### src/rtl/serial_abs_sub.sv
// Bit-serial |a - b| using one full-adder cell: a subtract pass (a + ~b + 1), then an
// optional negate pass (~R + 1) when the subtract pass ends without a carry-out.
module serial_abs_sub #(
    parameter int WIDTH = 8,
    parameter int CW    = $clog2(WIDTH)
) (
    input  logic             clk,
    input  logic             rst,
    input  logic             start,
    input  logic [WIDTH-1:0] a,
    input  logic [WIDTH-1:0] b,
    output logic             busy,
    output logic             done,
    output logic [WIDTH-1:0] y,
    output logic             neg,
    output logic             zero,
    output logic [1:0]       dbg_state
);

    typedef enum logic [1:0] {
        IDLE = 2'd0,
        SUB  = 2'd1,
        NEG  = 2'd2,
        DONE = 2'd3
    } state_t;

    state_t           state_q;
    logic [WIDTH-1:0] sa_q, sb_q, r_q, y_q;
    logic [CW-1:0]    cnt_q;
    logic             c_q, busy_q, done_q, neg_q, zero_q;

    logic             fa_x, fa_y, fa_sum, fa_cout, last_bit;
    logic [WIDTH-1:0] r_d;

    // The single adder cell is shared: SUB feeds (SA[0], ~SB[0]); NEG feeds (~R[0], 0).
    always_comb begin
        fa_x     = 1'b0;
        fa_y     = 1'b0;
        if (state_q == SUB) begin
            fa_x = sa_q[0];
            fa_y = ~sb_q[0];
        end else begin
            fa_x = ~r_q[0];
            fa_y = 1'b0;
        end
        fa_sum   = fa_x ^ fa_y ^ c_q;
        fa_cout  = (fa_x & fa_y) | (c_q & (fa_x ^ fa_y));
        r_d      = {fa_sum, r_q[WIDTH-1:1]};
        last_bit = (cnt_q == CW'(WIDTH - 1));
    end

    always_ff @(posedge clk) begin
        if (rst) begin
            state_q <= IDLE;
            sa_q    <= '0;
            sb_q    <= '0;
            r_q     <= '0;
            y_q     <= '0;
            cnt_q   <= '0;
            c_q     <= 1'b0;
            busy_q  <= 1'b0;
            done_q  <= 1'b0;
            neg_q   <= 1'b0;
            zero_q  <= 1'b0;
        end else begin
            case (state_q)
                IDLE: begin
                    if (start) begin
                        sa_q    <= a;
                        sb_q    <= b;
                        c_q     <= 1'b1;
                        cnt_q   <= '0;
                        busy_q  <= 1'b1;
                        state_q <= SUB;
                    end
                end
                SUB: begin
                    r_q   <= r_d;
                    sa_q  <= sa_q >> 1;
                    sb_q  <= sb_q >> 1;
                    c_q   <= fa_cout;
                    cnt_q <= cnt_q + CW'(1);
                    if (last_bit) begin
                        if (fa_cout) begin
                            y_q     <= r_d;
                            neg_q   <= 1'b0;
                            zero_q  <= (r_d == '0);
                            done_q  <= 1'b1;
                            state_q <= DONE;
                        end else begin
                            // No carry-out means a < b: R holds 2^W - |a-b|, so negate it.
                            c_q     <= 1'b1;
                            cnt_q   <= '0;
                            state_q <= NEG;
                        end
                    end
                end
                NEG: begin
                    r_q   <= r_d;
                    c_q   <= fa_cout;
                    cnt_q <= cnt_q + CW'(1);
                    if (last_bit) begin
                        y_q     <= r_d;
                        neg_q   <= 1'b1;
                        zero_q  <= (r_d == '0);
                        done_q  <= 1'b1;
                        state_q <= DONE;
                    end
                end
                DONE: begin
                    done_q  <= 1'b0;
                    busy_q  <= 1'b0;
                    state_q <= IDLE;
                end
                default: state_q <= IDLE;
            endcase
        end
    end

    assign busy      = busy_q;
    assign done      = done_q;
    assign y         = y_q;
    assign neg       = neg_q;
    assign zero      = zero_q;
    assign dbg_state = state_q;

endmodule

### config.mk
export PLATFORM = sky130hd
export DESIGN_NAME = serial_abs_sub
export DESIGN_NICKNAME = d
export VERILOG_FILES = /design/src/rtl/serial_abs_sub.sv
export SDC_FILE = /design/constraint.sdc
export NUM_CORES = 1
export LEC_CHECK = 0
export ABC_AREA = 1
export BUFFER_PORTS_ARGS = -buffer_cell sky130_fd_sc_hd__buf_2
export CELL_PAD_IN_SITES_DETAIL_PLACEMENT = 0
export CELL_PAD_IN_SITES_GLOBAL_PLACEMENT = 1
export CORE_MARGIN = 8
export CORE_UTILIZATION = 42
export DETAILED_ROUTE_END_ITERATION = 16
export PLACE_DENSITY_LB_ADDON = 0.15
export SLEW_MARGIN = 20
export SYNTH_ARGS = -nofsm -noshare
export SYNTH_HDL_FRONTEND = slang
export SYNTH_SLANG_ARGS = --single-unit
### constraint.sdc
create_clock -name clk -period 5.4 [get_ports clk]
set_input_delay 0.27 -clock clk [delete_from_list [all_inputs] [get_ports clk]]
set_output_delay 0.27 -clock clk [all_outputs]
set_load 0.01 [all_outputs]
==> results, run 1 <==
- The run finished with clean final reports.
- The share of the synthesized area in compound gates (AO/OA/AOI/OAI) is 0.1396.
- The number of rows created at floorplan is 24.
- For this run, the top clock speed supported by timing is around 330 MHz.
- The die outline height is roughly 84 um.
- The initial antenna violation count is 0.
- The critical path is of the register to register type.
- The worst register-to-register path has a depth of 11.
- For the worst setup path, the data arrival time is 3.23 ns.
- STA classifies the critical path startpoint as a register.
- The most critical setup path has its endpoint at zero.
- In this run the tightest slew margin relative to its limit is 0.4491.
- The top cell family by delay on the critical path is simple AND/OR/NAND/NOR gates.
- The worst-case clock buffer depth is 2.
- The total setup violations reported at the end of the flow is 0.
- The wire-length estimate of the detail-placed layout is roughly 3100 um.
- In this run the worst path has a maximum fanout of 22.
- STA classifies the critical path endpoint as a register.
- Setup repair after global routing left no endpoint under its margin.
- The total clock buffers created by CTS is 5.
- The worst hold margin is between 0.2 and 0.25 ns.
- The final count of pins violating max slew is 0.
- The number of buffers and inverters on the critical path is 3.
- The time the final worst path needs with I/O delays and setup is ~3 ns.
- The path length in cells of the critical path is 11.
- The peak ir drop on the vdd network is just under 0.2 mV.
- The number of nets in the synthesized netlist is ~300.
- Summing over every cut layer, the via total after detailed routing is ~1800.
- The total number of nets in the final design is 333.
- The count of unique library cells instantiated by Yosys is 19.
- For this run, the slowest stage of the critical path takes between 0.6 and 0.7 ns.
- The signal on the critical path passes through inv_1 > ha_1 > inv_2 > nor2_1 > fa_1 > inv_1 > nand2_1 > nand3_1 > nand2_1 > nand2_1 > nor2_1.
- The clock tree from TritonCTS is done.
- On the critical path, the stage with the largest delay is an instance of sky130_fd_sc_hd__ha_1.
- The tree is rooted in a sky130_fd_sc_hd__clkbuf_8.
- The worst path required time is around 5.6 ns.
- The sum of negative setup slack is 0 ns.
- Of the available clock period, the critical path in the final layout requires 0.5535.
- During synthesis, Yosys emitted a total of 0 warnings.
- In this run the count of I/O pins placed on the die edge is 33.
- The routed wirelength normalized by instance count is between 10 and 15 um.
- During placement, the flow inserted port buffers numbering 32.
- Summing internal, switching and leakage power gives 1.116 mW.
- The area growth from synthesis to layout is 13.58%.
- The synthesized design contains 0 enable-type register cells.
- The die is 84.04 um wide.
- For the final database, setup skew stands at approximately 0.0056 ns.
- Max-cap violations in this run came to 0.
- For this design the static power due to leakage is around 1.0 nW.
- The total track usage is 0.1311.
- The deepest level of the CTS H-tree is 2.
- The cell area after technology mapping is 0.001944 mm2.
- The number of global-route vias before repair came to 1798.
- The cell type with the highest occurrence count on the critical path is sky130_fd_sc_hd__nand2_1.
- The setup check on the worst reg-to-reg path leaves a slack of around 2.4 ns.
- A synthesized cell averages around 6.9 um2.
- In the routed layout, each cell is associated on average with a via count of slightly below 5.
- The floorplan step defined a core boundary enclosing between 0.004 and 0.005 mm2.
- Hold repair after CTS inserted 0 buffers.
- Of the total synthesized cell area, the portion taken by AND, OR, NAND and NOR gates is 0.3037.
- The startpoint of the most critical setup path is dbg_state[1].
- The remaining global-route overflow is 0.
- The xor/xnor cell area share of the yosys netlist is 0.
- For this run, asynchronously set or reset flops after synthesis account for 0.
- The DRC violation count after routing is 0.
- The number of diodes added for antenna fixing is 0.
- The count of endpoints failing hold in the final timing report was 0.
- The number of resized instances in the post-cts repair step is 0.
- The multi-input gate area in the final layout is about 960 um2.
- The synthesized flop and latch total is 42.
- The detailed router finished its first iteration with around 140 violations.
- The register clock-pin slew on the reported worst setup and hold paths is 0.08 ns.
- The placer's final routability congestion estimate is just over 0.7.
- Of the cells placed in the final design, the portion with a size suffix greater than 1 is 0.1429.
- The number of detailed-route iterations in the first pass is 4.
- The largest family of logic cells by synthesized area is simple AND/OR/NAND/NOR gates.
- After technology mapping, the gate count stands at 282.
- The critical register-to-register path endpoint is zero.
- The global-route wire length before repair is between 7000 and 8000 um.
- The later-pin clock latency in the skew report is roughly 0.30 ns.
- The number of buffers inserted to repair setup after CTS is 0.
- In this run the critical register-to-register path is launched from dbg_state[1].
- Of the total synthesized cell area, the portion taken by full adders, half adders and majority gates is 0.04891.
- The total clock sinks is 42.
- For this design the ratio of total power to cell area is just over 500 mW/mm2.
- The sequential-to-total area share from yosys stat is 0.4324.
- The initial cell density of the core is 0.4405.
- The path class of the tightest hold or removal check is input port to register.
- Measured against the total synthesized area, the mux share comes to 0.
- At the pin with the least slew margin, the transition time is just over 0.8 ns.
- Across the whole layout, storage elements account for ~840 um2.
- The largest net degree at the start of global routing is 32.
- The most used flip-flop cell after synthesis is sky130_fd_sc_hd__dfxtp_1.
- The filler cells instantiated in the layout total 464.
- The total wire length is about 4500 um.
- The number of nets with antenna violations after routing is 0.
- The full die area is around 0.007 mm2.
[how the worst min path moves through the flow]
stage / cells past startpoint / end / slack, ns / from
after floorplan: 1 / dbg_state[0] / 0.34 / rst
after global placement: 2 / neg / 0.44 / neg
after detailed placement: 2 / neg / 0.44 / neg
after CTS: 3 / sb_q[7] / 0.23 / b[7]
after global routing: 3 / sa_q[7] / 0.25 / a[7]
final: 3 / sa_q[7] / 0.25 / a[7]
[layout by cell type, fill, tap and decap left out, types with 2 or more instances in the layout]
cell type | netlist | final
sky130_fd_sc_hd__nand4_1 | 8 | 8
sky130_fd_sc_hd__clkbuf_8 | 0 | 5
sky130_fd_sc_hd__dfxtp_1 | 42 | 42
sky130_fd_sc_hd__clkinvlp_4 | 0 | 2
sky130_fd_sc_hd__nand3_1 | 9 | 9
sky130_fd_sc_hd__nand2_1 | 76 | 76
sky130_fd_sc_hd__o21ai_0 | 29 | 29
sky130_fd_sc_hd__a21oi_1 | 21 | 21
sky130_fd_sc_hd__ha_1 | 6 | 6
sky130_fd_sc_hd__nor2_1 | 53 | 53
sky130_fd_sc_hd__inv_1 | 17 | 17
sky130_fd_sc_hd__buf_2 | 3 | 32
sky130_fd_sc_hd__inv_2 | 2 | 2
[cell families (layout without fill, tap and decap cells)]
family | after synthesis | in the layout
simple gates | 147 | 147
compound gates | 53 | 53
flops | 42 | 42
buf+inv | 33 | 59
fa+ha+maj | 7 | 7
[synth_stat cells, types with 2 or more instances]
master / number / share of area
sky130_fd_sc_hd__nand2_1: 76 / 0.15
sky130_fd_sc_hd__nor2_1: 53 / 0.10
sky130_fd_sc_hd__dfxtp_1: 42 / 0.43
sky130_fd_sc_hd__o21ai_0: 29 / 0.075
sky130_fd_sc_hd__a21oi_1: 21 / 0.054
sky130_fd_sc_hd__inv_1: 17 / 0.033
sky130_fd_sc_hd__nand3_1: 9 / 0.023
sky130_fd_sc_hd__nand4_1: 8 / 0.026
sky130_fd_sc_hd__clkbuf_1: 7 / 0.014
sky130_fd_sc_hd__ha_1: 6 / 0.039
sky130_fd_sc_hd__buf_2: 3 / 0.0077
sky130_fd_sc_hd__buf_4: 3 / 0.012
sky130_fd_sc_hd__inv_2: 2 / 0.0039
[per-layer routing]
metal	vias to the layer above	share of wire	global-route usage
met1	762	0.48	0.1517
met3	8	0.039	0.03418
met5	-	0	0
li1	949	-	-
met4	0	0.016	0.05338
met2	31	0.46	0.2214
[cell type report]
cell class,instances,share of cell area
well taps,52,0.02946
inverters,19,0.03229
clock inverters,3,0.02040
multi-input cells,207,0.4334
repair buffers,32,0.07252
clock buffers,5,0.03116
flip-flops and latches,42,0.3807
[through the flow]
step	cells	util	setup WS, ns	instance area (um2)
6_report	360	0.5003	2.411	2208
5_1_grt	360	0.5003	2.023	2208
4_1_cts	360	0.5003	2.356	2208
3_5_place_dp	352	0.4745	2.391	2095
3_3_place_gp	352	0.4745	2.430	2095
2_1_floorplan	282	-	3.084	1944
[power breakdown]
group,switching [mW],leakage (nW),internal [mW]
registers,0.0515,0.345,0.395
clock network,0.113,0.0504,0.138
logic,0.284,0.653,0.135
[registers in the layout, summed over array words and instances (netlist names)]
signal,cells
cnt_q,3
done,1
neg,1
sb_q,8
c_q,1
y,8
r_q,8
sa_q,8
zero,1
busy,1
dbg_state,2
[worst min-delay path, cell delays in order]
cell and delay (ns):
sky130_fd_sc_hd__buf_2 0.10, sky130_fd_sc_hd__nand3_1 0.07, sky130_fd_sc_hd__a21oi_1 0.06
(Power assumes the default switching activity.)
==> inputs of run 2 (changes only) <==
CORE_UTILIZATION = 35   (was 42)
clock period = 2.5 ns   (was 5.4 ns; I/O delays follow)
==> results, run 2 (synthesis results as in run 1) <==
- The multi-input gate area in the final layout is 962.2 um2 (was 957.2 um2).
- The worst-case clock buffer depth is 2 (unchanged).
- The total clock buffers created by CTS is 5 (unchanged).
- The initial antenna violation count is 0 (unchanged).
- The mean number of vias per cell is 4.662 (was 4.861).
- The number of rows created at floorplan is 27 (was 24).
- The total number of nets in the final design is 341 (was 333).
- The number of top-level pins came to 33 (unchanged).
- The remaining global-route overflow is 0 (unchanged).
- The switching fraction of total power is 0.3997 (was 0.4018).
- The total wire length came to 4931 um (was 4545 um).
- The placed cell count is 380 (was 352).
- The synthesis-to-layout area growth is 17.95% (was 13.58%).
- The worst hold margin was 0.1018 ns (was 0.2491 ns).
- The net switching power is 0.9918 mW (was 0.4483 mW).
- The floorplan core area is 0.005439 mm2 (was 0.004414 mm2).
- The maximum fanout count along the critical path is 11 (was 22).
- The cell-internal power is 1.489 mW (was 0.6676 mW).
- The critical register-to-register path endpoint is y[1] (was zero).
- The type of the worst setup path is register to register (unchanged).
- The fraction of final layout cells with drive strength greater than 1 was 0.1677 (was 0.1429).
- The count of cells along the worst hold path is 3 (unchanged).
- The cell area reported after detailed placement is 0.002180 mm2 (was 0.002095 mm2).
- The startpoint of the tightest hold check path is a[7] (unchanged).
- The sequential share of power is 0.387 (was 0.400).
- The type of the most critical hold path was input port to register (unchanged).
- The filler cell count was 612 (was 464).
- The global-route wire length before repair is 8542 um (was 7797 um).
- The endpoint type of the worst setup path is a register (unchanged).
- The count of non-filler cells in the finished layout is 388 (was 360).
- The x dimension of the die is 90.54 um (was 84.04 um).
- The endpoint with the worst hold slack is sa_q[7] (unchanged).
- The number of buffers inserted to repair setup after CTS is 0 (unchanged).
- The peak ir drop on the vdd network is 0.3677 mV (was 0.1978 mV).
- The clock tree skew after final layout was 0.004419 ns (was 0.005563 ns).
- The time the final worst path needs with I/O delays and setup is 2.188 ns (was 2.989 ns).
- The total power after layout is 2.481 mW (was 1.116 mW).
- The clock tree root driver cell was sky130_fd_sc_hd__clkbuf_8 (unchanged).
- Top library cells by usage in the layout, fill and taps aside: sky130_fd_sc_hd__nand2_1, sky130_fd_sc_hd__nor2_1, sky130_fd_sc_hd__dfxtp_1 (unchanged).
- The sequential cell area is 840.8 um2 (unchanged).
- The achievable clock frequency is 457.1 MHz (was 334.6 MHz).
- The final count of pins violating max slew came to 0 (unchanged).
- The total track usage was 0.1258 (was 0.1311).
- The share of the core filled with cells is 0.4217 (was 0.5003).
- The die outline height is 90.54 um (was 84.04 um).
- The sum of negative setup slack was 0 ns (unchanged).
- The part of the power in combinational logic is 0.399 (was 0.376).
- RSZ-0062 raised after global routing: false (unchanged).
- The worst path required time was 2.73 ns (was 5.64 ns).
- The kind of launch point of the worst setup path is a register (unchanged).
- The largest net degree at the start of global routing was 20 (was 32).
- The full die area is 0.008197 mm2 (was 0.007063 mm2).
- The placer's final routability congestion estimate is 0.7740 (was 0.7184).
- The setup slack after layout is 0.3122 ns (was 2.411 ns).
- The number of diodes added for antenna fixing is 0 (unchanged).
- The worst setup slack after placement is 0.2294 ns (was 2.391 ns).
- The most common cell after layout, fill and taps aside is sky130_fd_sc_hd__nand2_1 (unchanged).
- The count of buffers inserted at the top-level ports is 32 (unchanged).
- The summed area of non-filler cells in the final layout is 0.002293 mm2 (was 0.002208 mm2).
- The measured slew at the worst slew-check pin is 0.5067 ns (was 0.8254 ns).
- The routed wirelength normalized by instance count is 12.71 um (was 12.63 um).
- The setup slack on the worst flop-to-flop path is 0.31 ns (was 2.41 ns).
- The data arrival time of the critical path came to 2.41 ns (was 3.23 ns).
- The static leakage is 1.095 nW (was 1.048 nW).
- The number of detailed-route iterations in the first pass is 4 (unchanged).
- The max-capacitance violation count is 0 (unchanged).
- The DRC marker count from the first detailed-route iteration came to 92 (was 138).
- The worst reg-to-reg path cell count came to 8 (was 11).
- Status: completed (unchanged).
- The number of global-route vias before repair came to 1839 (was 1798).
- The reg-to-reg critical path startpoint is dbg_state[0] (was dbg_state[1]).
- The part of the cycle the worst path needs came to 0.8751 (was 0.5535).
- The number of nets with antenna violations after routing is 0 (unchanged).
- The total clock sinks is 42 (unchanged).
- The total power density per cell area came to 1082 mW/mm2 (was 505.3 mW/mm2).
- The initial cell density of the core is 0.3575 (was 0.4405).
- The total setup violations reported at the end of the flow is 0 (unchanged).
- The half-perimeter wire length after placement is 3530 um (was 3127 um).
- The later-pin clock latency in the skew report was 0.29 ns (was 0.30 ns).
- The DRC violation count after routing is 0 (unchanged).
- The relative slew slack was 0.6618 (was 0.4491).
- The clock tree from TritonCTS is done (unchanged).
- The clock power share is 0.213 (was 0.224).
- The via total after detailed routing was 1809 (was 1750).
- The deepest level of the CTS H-tree is 2 (unchanged).
- The register clock-pin slew on the reported worst setup and hold paths is 0.08 ns (about the same).
- The count of endpoints failing hold in the final timing report is 0 (unchanged).
## run 2: cell count changes in the layout (fill, tap and decap cells not counted)
cell / change
sky130_fd_sc_hd__buf_4: +8
sky130_fd_sc_hd__nand3_1: -1
sky130_fd_sc_hd__nand3_2: +1
sky130_fd_sc_hd__clkinvlp_4: -2
sky130_fd_sc_hd__clkinv_2: +2
## run 2: worst max-delay path by stage
stage	cells past startpoint	slack (ns)	start	end
2_1_floorplan	13	0.18	dbg_state[1]	y[0]
3_3_place_gp	9	0.29	dbg_state[0]	zero
3_5_place_dp	8	0.23	dbg_state[0]	y[1]
4_1_cts	8	0.20	dbg_state[0]	y[1]
5_1_grt	8	0.11	dbg_state[0]	y[1]
6_report	8	0.31	dbg_state[0]	y[1]
## run 2: final cells by class
class,count,area share
sequential,42,0.3666
multi-input combinational,207,0.4195
clock buffer,5,0.03001
clock inverter,3,0.01746
inverter,19,0.03110
timing repair buffer,40,0.09602
tap,72,0.03928
## run 2: timing repair
item | CTS | global route
setup endpoints to repair | 0 | 8
hold buffers | 0 | 0
gates resized for setup | 0 | 1
## run 2: power by group through the flow
stage,clock [mW],combinational [mW],sequential (mW)
floorplan,0,0.735,0.961
global placement,0,1.01,0.975
detailed placement,0,1.00,0.973
CTS,0.546,1.01,0.961
global route,0.571,1.17,0.984
finish,0.529,0.991,0.961
## run 2: per-layer routing
layer / GRT usage / vias up / part of all wire
met2: 0.2040 / 28 / 0.44
met5: 0 / - / 0
met1: 0.1523 / 805 / 0.50
li1: - / 968 / -
met4: 0.04577 / 0 / 0.015
met3: 0.03824 / 8 / 0.044
## run 2: critical path, cell delays in order, from the launching register on
cell and delay, ns:
sky130_fd_sc_hd__dfxtp_1 0.43, sky130_fd_sc_hd__ha_1 0.27, sky130_fd_sc_hd__o21ai_0 0.15, sky130_fd_sc_hd__fa_1 0.45, sky130_fd_sc_hd__inv_1 0.12, sky130_fd_sc_hd__nand2_1 0.23, sky130_fd_sc_hd__nand3_2 0.28, sky130_fd_sc_hd__nand2_1 0.08
sky130_fd_sc_hd__a21oi_1 0.13
==> inputs of run 3 (changes only) <==
CELL_PAD_IN_SITES_DETAIL_PLACEMENT = default   (was 0)
CELL_PAD_IN_SITES_GLOBAL_PLACEMENT = default   (was 1)
CORE_UTILIZATION = 50   (was 35)
REMOVE_ABC_BUFFERS = 1   (was default)
==> results, run 3 (synthesis results as in run 1) <==
- Status: completed (unchanged).
- The peak ir drop on the vdd network is 0.5620 mV (was 0.3677 mV).
- The cell area reported after detailed placement is 0.002127 mm2 (was 0.002180 mm2).
- The routed wirelength normalized by instance count is 12.11 um (was 12.71 um).
- The sum of negative setup slack is 0 ns (unchanged).
- The total power density per cell area is 1064 mW/mm2 (was 1082 mW/mm2).
- The number of global-route vias before repair is 1783 (was 1839).
- The time the final worst path needs with I/O delays and setup came to 2.260 ns (was 2.188 ns).
- The DRC violation count after routing is 0 (unchanged).
- The share of the core filled with cells came to 0.6028 (was 0.4217).
- The total setup violations reported at the end of the flow was 0 (unchanged).
- The filler cell count is 380 (was 612).
- The total clock sinks is 42 (unchanged).
- The total wire length was 4373 um (was 4931 um).
- The maximum cell stage delay along the critical path is 0.45 ns (about the same).
- The total track usage came to 0.1499 (was 0.1258).
- Series of cell instances along the critical path: ha_1 > o21ai_0 > fa_1 > inv_1 > nand2_1 > nand3_2 > nand2_1 > nand2_1 > nor2_1 (was ha_1 > o21ai_0 > fa_1 > inv_1 > nand2_1 > nand3_2 > nand2_1 > a21oi_1).
- The number of rows created at floorplan is 22 (was 27).
- The global-route wire length before repair came to 7748 um (was 8542 um).
- The number of buffers inserted to repair setup after CTS is 0 (unchanged).
- The routing usage on met2 is 0.2535 (was 0.2040).
- The placed cell count was 353 (was 380).
- The clock tree from TritonCTS was done (unchanged).
- Top library cells by usage in the layout, fill and taps aside: sky130_fd_sc_hd__nand2_1, sky130_fd_sc_hd__nor2_1, sky130_fd_sc_hd__dfxtp_1 (unchanged).
- The number of diodes added for antenna fixing is 0 (unchanged).
- The most common cell after layout, fill and taps aside is sky130_fd_sc_hd__nand2_1 (unchanged).
- The number of detailed-route iterations in the first pass was 4 (unchanged).
- The final count of pins violating max slew is 0 (unchanged).
- The worst setup slack after placement is 0.1362 ns (was 0.2294 ns).
- The number of top-level pins is 33 (unchanged).
- The number of nets with antenna violations after routing was 0 (unchanged).
- The static leakage came to 1.071 nW (was 1.095 nW).
- The remaining global-route overflow was 0 (unchanged).
- The clock tree root driver cell is sky130_fd_sc_hd__clkbuf_8 (unchanged).
- The measured slew at the worst slew-check pin is 0.8081 ns (was 0.5067 ns).
- The part of the cycle the worst path needs is 0.9040 (was 0.8751).
- The achievable clock frequency is 442.5 MHz (was 457.1 MHz).
- The deepest level of the CTS H-tree is 2 (unchanged).
- The floorplan core area is 0.003689 mm2 (was 0.005439 mm2).
- The count of endpoints failing hold in the final timing report is 0 (unchanged).
- The fraction of final layout cells with drive strength greater than 1 is 0.1565 (was 0.1677).
- The cell type with the highest occurrence count on the critical path was sky130_fd_sc_hd__nand2_1 (unchanged).
- The max-capacitance violation count was 0 (unchanged).
- The synthesis-to-layout area growth came to 14.35% (was 17.95%).
- The kind of launch point of the worst setup path is a register (unchanged).
- The summed area of non-filler cells in the final layout is 0.002223 mm2 (was 0.002293 mm2).
- The data arrival time of the critical path is 2.45 ns (was 2.41 ns).
- The total clock buffers created by CTS is 5 (unchanged).
- The mean number of vias per cell is 5.017 (was 4.662).
- The worst path required time was 2.69 ns (was 2.73 ns).
- The later-pin clock latency in the skew report came to 0.29 ns (about the same).
- The relative slew slack is 0.4606 (was 0.6618).
- The placer's final routability congestion estimate is 0.8853 (was 0.7740).
- The x dimension of the die is 78.36 um (was 90.54 um).
- The initial antenna violation count is 0 (unchanged).
- The half-perimeter wire length after placement was 3020 um (was 3530 um).
- The most crowded layer after global routing is met2 (unchanged).
- The endpoint type of the worst setup path is a register (unchanged).
- The register clock-pin slew on the reported worst setup and hold paths is 0.08 ns (about the same).
- The maximum fanout count along the critical path is 11 (unchanged).
- The via total after detailed routing came to 1811 (was 1809).
- The worst hold margin was 0.1116 ns (was 0.1018 ns).
- The met1 track demand over resource in global routing is 0.1764 (was 0.1523).
- The count of buffers inserted at the top-level ports is 32 (unchanged).
- The type of the most critical hold path is input port to register (unchanged).
- The clock tree skew after final layout is 0.003993 ns (was 0.004419 ns).
- The largest net degree at the start of global routing is 32 (was 20).
- The type of the worst setup path is register to register (unchanged).
- The setup slack after layout is 0.2400 ns (was 0.3122 ns).
- The die outline height is 78.36 um (was 90.54 um).
- The total number of nets in the final design is 338 (was 341).
- The count of non-filler cells in the finished layout is 361 (was 388).
- RSZ-0062 raised after global routing: false (unchanged).
- The DRC marker count from the first detailed-route iteration came to 55 (was 92).
- The worst-case clock buffer depth was 2 (unchanged).
- The full die area is 0.006140 mm2 (was 0.008197 mm2).
- The initial cell density of the core came to 0.5271 (was 0.3575).
- The total power after layout is 2.365 mW (was 2.481 mW).
- The highest-delay cell along the critical path was sky130_fd_sc_hd__fa_1 (unchanged).
- The global-route track usage on met3 is 0.04784 (was 0.03824).
==> run 3: changes by cell type in the layout (fill, tap and decap cells not counted), sizes merged <==
cell,previous run,this run
buf,40,37
bufinv,1,0
clkbuf,5,7
clkinv,2,1
==> run 3: cell type report <==
class	instances	area, um2	area share
flip-flops and latches	42	840.8	0.3782
inverters	19	71.32	0.03208
clock inverters	1	5.005	0.002251
well taps	48	60.06	0.02701
repair buffers	37	197.7	0.08891
multi-input cells	207	962.2	0.4328
clock buffers	7	86.33	0.03883
==> run 3: where the power goes <==
group	total, mW	switching, mW	internal, mW	leakage (nW)
Clock	0.450	0.227	0.223	0.0482
Combinational	0.955	0.629	0.326	0.678
Sequential	0.961	0.107	0.853	0.345
==> run 3: worst paths after layout <==
path	start	end	slack [ns]	cells after the start
max	dbg_state[0]	zero	0.24	9
min	a[7]	sa_q[7]	0.11	3
max reg2reg	dbg_state[0]	zero	0.24	9
min reg2reg	neg	neg	0.46	2
==> run 3: routing by layer <==
layer	vias up	routed length [um]
li1	961	-
met1	811	2116
met2	33	2021
met3	6	192
met4	0	42
met5	-	0
==> run 3: repair_timing <==
item,in CTS,in global routing
endpoints found under the setup margin,0,10
hold endpoints to repair,0,0
hold buffers,0,0
gates resized for setup,0,1
==> run 3: worst max-delay path, delay by kind of cell, from the launching register on <==
kind | cells | cell delay (ns)
flip-flops | 1 | 0.41
buffers and inverters | 1 | 0.11
adder cells (fa/ha/maj) | 2 | 0.81
AND/OR/NAND/NOR | 5 | 0.66
AO/OA/AOI/OAI | 1 | 0.17
